## src/rtl/dec_scan.sv

```systemverilog
`default_nettype none
// +-----------------------------------------------------------------------+
// | Module   : dec_scan                                                   |
// | Brief    : Registered AW-to-2^AW one-hot decoder with a direct mode   |
// |            and a prescaled scan mode for multiplexed select lines.    |
// | Options  : DEC_SCAN_ACTLOW_EN - drive y active-low (idle all ones).   |
// | Revision : 1.0 - initial release                                      |
// +-----------------------------------------------------------------------+
module dec_scan #(
  parameter int AW       = 4,
  parameter int PRESCALE = 4,
  parameter int LAST     = (1 << AW) - 1
) (
  input  logic              clk,
  input  logic              rst,
  input  logic              en,
  input  logic              mode,
  input  logic [AW-1:0]     addr,
  input  logic              load,
  output logic [2**AW-1:0]  y,
  output logic [AW-1:0]     idx,
  output logic              wrap
);

  localparam int          N      = 2 ** AW;
  localparam int          CW     = (PRESCALE > 1) ? $clog2(PRESCALE) : 1;
  localparam logic [CW-1:0] c_pmax = CW'(PRESCALE - 1);
  localparam logic [AW-1:0] c_last = AW'(LAST);
  localparam logic [N-1:0]  c_one  = {{(N-1){1'b0}}, 1'b1};

`ifdef DEC_SCAN_ACTLOW_EN
  localparam logic [N-1:0] c_y_off = {N{1'b1}};
  localparam logic [N-1:0] c_y_pol = {N{1'b1}};
`else
  localparam logic [N-1:0] c_y_off = {N{1'b0}};
  localparam logic [N-1:0] c_y_pol = {N{1'b0}};
`endif

  logic [AW-1:0] r_idx;
  logic [CW-1:0] r_cnt;
  logic          r_wrap;
  logic [N-1:0]  r_y;

  logic [AW-1:0] w_idx_nx;
  logic [CW-1:0] w_cnt_nx;
  logic          w_wrap_nx;
  logic [N-1:0]  w_y_nx;

  always_comb begin
    w_idx_nx  = r_idx;
    w_cnt_nx  = r_cnt;
    w_wrap_nx = 1'b0;
    if (en) begin
      if (!mode) begin
        w_idx_nx = addr;
        w_cnt_nx = '0;
      end else if (load) begin
        w_idx_nx = (addr > c_last) ? c_last : addr;
        w_cnt_nx = '0;
      end else if (r_cnt == c_pmax) begin
        // An index left above LAST by direct mode also wraps on its first step.
        w_cnt_nx  = '0;
        w_wrap_nx = (r_idx >= c_last);
        w_idx_nx  = (r_idx >= c_last) ? '0 : r_idx + 1'b1;
      end else begin
        w_cnt_nx = r_cnt + 1'b1;
      end
    end
  end

  always_comb begin
    w_y_nx = c_y_off;
    if (en) begin
      w_y_nx = (c_one << w_idx_nx) ^ c_y_pol;
    end
  end

  always_ff @(posedge clk or posedge rst) begin
    if (rst) begin
      r_idx  <= '0;
      r_cnt  <= '0;
      r_wrap <= 1'b0;
      r_y    <= c_y_off;
    end else begin
      r_idx  <= w_idx_nx;
      r_cnt  <= w_cnt_nx;
      r_wrap <= w_wrap_nx;
      r_y    <= w_y_nx;
    end
  end

  assign y    = r_y;
  assign idx  = r_idx;
  assign wrap = r_wrap;

endmodule
`default_nettype wire

```

## config.mk

```make
export PLATFORM = sky130hd
export DESIGN_NAME = dec_scan
export DESIGN_NICKNAME = d
export VERILOG_FILES = /design/src/rtl/dec_scan.sv
export SDC_FILE = /design/constraint.sdc
export NUM_CORES = 1
export LEC_CHECK = 0
export ABC_AREA = 1
export CORE_UTILIZATION = 51
export CTS_BUF_LIST = sky130_fd_sc_hd__clkbuf_8
export DETAILED_ROUTE_END_ITERATION = 10
export GPL_TIMING_DRIVEN = 1
export PLACE_DENSITY = 0.89
export SLEW_MARGIN = 20
export SYNTH_ARGS = -nofsm -noshare
export SYNTH_HDL_FRONTEND = slang
export SYNTH_SLANG_ARGS = --single-unit
```

## constraint.sdc

```tcl
create_clock -name clk -period 3.26 [get_ports clk]
set_input_delay 0.815 -clock clk [delete_from_list [all_inputs] [get_ports clk]]
set_output_delay 0.815 -clock clk [all_outputs]
set_load 0.01 [all_outputs]
```

-- Word-level counts from Yosys, hierarchy flattened
Cells that the tools add are included.
- bits of input ports: 9
- register bits: 23
- word-level logic and storage cells: 24
- output and inout bits: 21
- muxes and demuxes: 14
- $lt $le $gt $ge: 2
- add/subtract/negate cells: 2
- eq/ne operators: 1
- shift operators: 1
- operators with widths (kind ; count):
    $mux 4 ; 6
    $mux 16 ; 1
    $shl 1x4->16 const A ; 1
    $mux 2 ; 3
    $add 4x1->4 const B ; 1
    $ge 4x4->1 const B ; 1
    $gt 4x4->1 const B ; 1
    $mux 1 ; 4
    $add 2x1->2 const B ; 1
    $eq 2x2->1 const B ; 1

-- Depth between registers and ports, before layout
- word-level depth: 8
- mapped depth: 9
- depth with buffers taken out: 9

-- Least setup slack after synthesis
OpenSTA, ideal clock, no wires.
- path kind: input to register
- start point: input en
- end point: register r_idx[3] (netlist: idx[3])
- arrival time: 1519 ps
- setup time: 123 ps
- stages on the path: 6
- data required time: 3137 ps
- buffers on the path: 1
- path slack: 1618 ps
- cells stage by stage: buf_6 inv_1 a21oi_1 o21ai_4 nand2_4 o21ai_1
- longest elaborated chain between the ends: 1
- ends and longest elaborated chain (item ; RTL line ; text):
    from (decl) ; 16 ; input logic en,
    $mux 4 ; 53 ; if (en) begin
    named net w_idx_nx[3] ; 44 ; logic [AW-1:0] w_idx_nx;
    to (signal assigned) ; 85 ; r_idx <= w_idx_nx;
    to (decl) ; 39 ; logic [AW-1:0] r_idx;
The timed path passes the listed nets, and every way through them passes these cells.
A chain may end at the register's enable or synchronous reset.

-- Final worst setup path
Same ends and word-level chain as after synthesis.

==> metrics.log <==
INFO  metric status = finished clean
INFO  metric drt_wl_total = 2140 µm
INFO  metric clock.fmax = approximately 0.45 GHz
INFO  metric synth-warning-count = 0
INFO  metric slew-limit-headroom = 0.456
INFO  metric leakage = 0.648 nW
INFO  metric antenna_found_initial = 0
INFO  metric grt.total_usage = 0.225
INFO  metric synth.largest_area_cell = sky130_fd_sc_hd__dfrtp_1
INFO  metric finalSetupViolCount = 0
INFO  metric synthesized_net_count = 116
INFO  metric drc = 0
INFO  metric crit_path_start_kind = input port
INFO  metric post_cts_resize_count = 0
INFO  metric final-hold-violation-count = 0
INFO  metric dr.first_iter.drc_count = 25
INFO  metric tightestPinTransition = between 800 and 900 ps
INFO  metric cts_buf_count = 3
INFO  metric num-fill-cells = 134
INFO  metric worstSetupEndpointType = flop
INFO  metric die-height = 46.2 µm
INFO  metric final.setup_skew = roughly 1.8 ps
INFO  metric first_pass_iters = 4
INFO  metric power-per-cell-area = 441 nW/µm²
INFO  metric count_of_inserted_antenna_diode_cells = 0
INFO  metric syn2layout_area_growth = 35.6%
INFO  metric multiInputGateArea = ~370 µm²
INFO  metric synth_enable_flop_cells = 0
INFO  metric maxSlewViolCount = 0
INFO  metric hold_path_class = flop to flop
INFO  metric final.period_utilization = 0.689
INFO  metric cts_tree = built
INFO  metric gp_congestion = 0.892
INFO  metric worstSkewPairLatency = 260 ps
INFO  metric via_per_inst = approximately 5
INFO  metric path_max_fanout = 10
INFO  metric die-area = 2140 µm²
INFO  metric leftover_overflow_at_the_end_of_global_routing = 0
INFO  metric synth_area_leaders = sky130_fd_sc_hd__dfrtp_1 58%, sky130_fd_sc_hd__nor2_1 7.5%, sky130_fd_sc_hd__nand2_1 7.2%, sky130_fd_sc_hd__nand3_1 6.0%, sky130_fd_sc_hd__inv_1 3.8%
INFO  metric timing_worst_setup_path_type = input port to flop
INFO  metric timing.final.crit_period = 2250 ps
INFO  metric syn-instance-count = 105
INFO  metric cts.path.max_buffers = 2
INFO  metric synth-main-ff-cell = sky130_fd_sc_hd__dfrtp_1
INFO  metric cts_setup_buffers = 0
INFO  metric register_area = 576 µm²
INFO  metric synth_area = approximately 1000 µm²
INFO  metric vdd_drop_max = around 280 µV
INFO  metric clkTransAtPathRegs = 70 ps
INFO  metric layout.cells.non_filler = ~160
INFO  metric std_cell_rows = 15
INFO  metric synth_largest_type_area_fraction = 0.577
INFO  metric rsz_0062_raised_after_global_routing = no
INFO  metric tns = 0 ps
INFO  metric layout-drive-gt1-share = 0.0949
INFO  metric cts_htree_levels = 1
INFO  metric maxCapViolations = 0
INFO  metric wl_per_cell = 13.2 µm
INFO  metric io_buffers = 29
INFO  metric nNetsFinal = 149
INFO  metric dpl_hpwl = roughly 1600 µm
INFO  metric clockRootBuffer = sky130_fd_sc_hd__clkbuf_8
INFO  metric die-width = 46.2 µm
INFO  metric ctsHoldBuffers = 0
INFO  metric ys_async_sr_fraction = 1.00
INFO  metric cp_slowest_cell = sky130_fd_sc_hd__clkdlybuf4s50_1
INFO  metric crit_arrival = 2370 ps
INFO  metric num_vias = 826
INFO  metric cpPeakStageDelay = 700 ps
INFO  metric dp_cells = 158
INFO  metric synth.distinct_cells = 21
INFO  metric total_of_flip_flops_plus_latches_after_synthesis = 23
INFO  metric synth.top_cells.by_count = 23 x sky130_fd_sc_hd__dfrtp_1, 20 x sky130_fd_sc_hd__nor2_1, 19 x sky130_fd_sc_hd__nand2_1
INFO  metric numClockSinks = 23
INFO  metric synthesized_area_divided_by_synthesized_cell_count = around 9.5 µm²
INFO  metric seq_area_frac_synth = 0.577
INFO  metric grt_start_max_net_pins = 24
INFO  metric core_area = 1780 µm²
INFO  metric required = around 3400 ps
INFO  metric initial_utilization = 0.559
INFO  metric top_level_ports = 30
INFO  metric first_pass_grt_wire_length = 3280 µm
INFO  metric ant_nets = 0
INFO  metric first_global_vias = 716
INFO  metric synth_most_common_cell = sky130_fd_sc_hd__dfrtp_1
INFO  metric crit_chain = clkdlybuf4s50_1, inv_1, a21oi_1, o21ai_4, nand2_4, o21ai_1
[cells in the final DEF, fill, tap and decap left out, drive strengths merged]
cell,Yosys,final
clkbuf,0,3
nand3,12,12
inv,11,12
ha,2,2
nand2,22,22
nand4,3,3
nor2,22,22
o31ai,1,1
o21ai,4,4
clkdlybuf4s50,0,29
dfrtp,23,23
a21oi,4,4
[flip-flops by register name, indices dropped and copies added, names as in the netlist]
signal and cells:
idx 4, y 16, wrap 1, r_cnt 2
[per-layer routing]
metal  GRT usage  share of wire  vias to the layer above
met3      0.0353          0.060                        5
met1       0.291           0.42                      381
met2       0.366           0.50                       39
li1            -              -                      401
met5           0              0                        -
met4       0.106          0.019                        0
[cell families after synthesis]
family / count (synthesis) / share of synthesized area
AO/OA/AOI/OAI: 9 / 0.0778
adder cells (fa/ha/maj): 2 / 0.0251
buffers and inverters: 12 / 0.0527
flip-flops: 23 / 0.577
AND/OR/NAND/NOR: 59 / 0.267
[report_power, final]
| group | internal, mW | total [mW] | switching (mW) | leakage [nW] |
|---|---|---|---|---|
| Clock | 0.0839 | 0.167 | 0.0828 | 0.0269 |
| Sequential | 0.300 | 0.313 | 0.0129 | 0.308 |
| Combinational | 0.0504 | 0.116 | 0.0659 | 0.313 |
| Total | 0.434 | 0.596 | 0.162 | 0.648 |
[worst max-delay path, delay by kind of cell]
family	cells	cell delay, ps
AOI/OAI and AO/OA	3	530
buffers and inverters	2	870
and+or+nand+nor	1	150
[final cells by class]
type,count,area share
clock buffer,3,0.0305
clock inverter,1,0.00278
inverter,11,0.0305
multi-input combinational,70,0.273
sequential,23,0.426
tap,25,0.0231
timing repair buffer,29,0.215
[path summary, 6_finish.rpt]
path                          start       end  slack (ps)  cells after the start
max                              en    idx[3]        1010                      6
min                        r_cnt[1]  r_cnt[1]         540                      2
max reg2reg                r_cnt[0]    idx[3]        1520                      6
min reg2reg                r_cnt[1]  r_cnt[1]         540                      2
max in group asynchronous       rst      y[5]        1740                      2
min in group asynchronous       rst    idx[3]        1020                      2
[stage by stage]
step                      hold WS [ps]   util  cell area (µm²)  total power, mW  setup slack (ps)
after floorplan                    453      -              997            0.380              1620
after detailed placement           486  0.733             1310            0.433               755
after global routing               545  0.759             1350            0.618               960
after CTS                          518  0.759             1350            0.595              1050
after global placement             484  0.733             1310            0.428               827
final                              535  0.759             1350            0.596              1010
(Power assumes the default switching activity.)
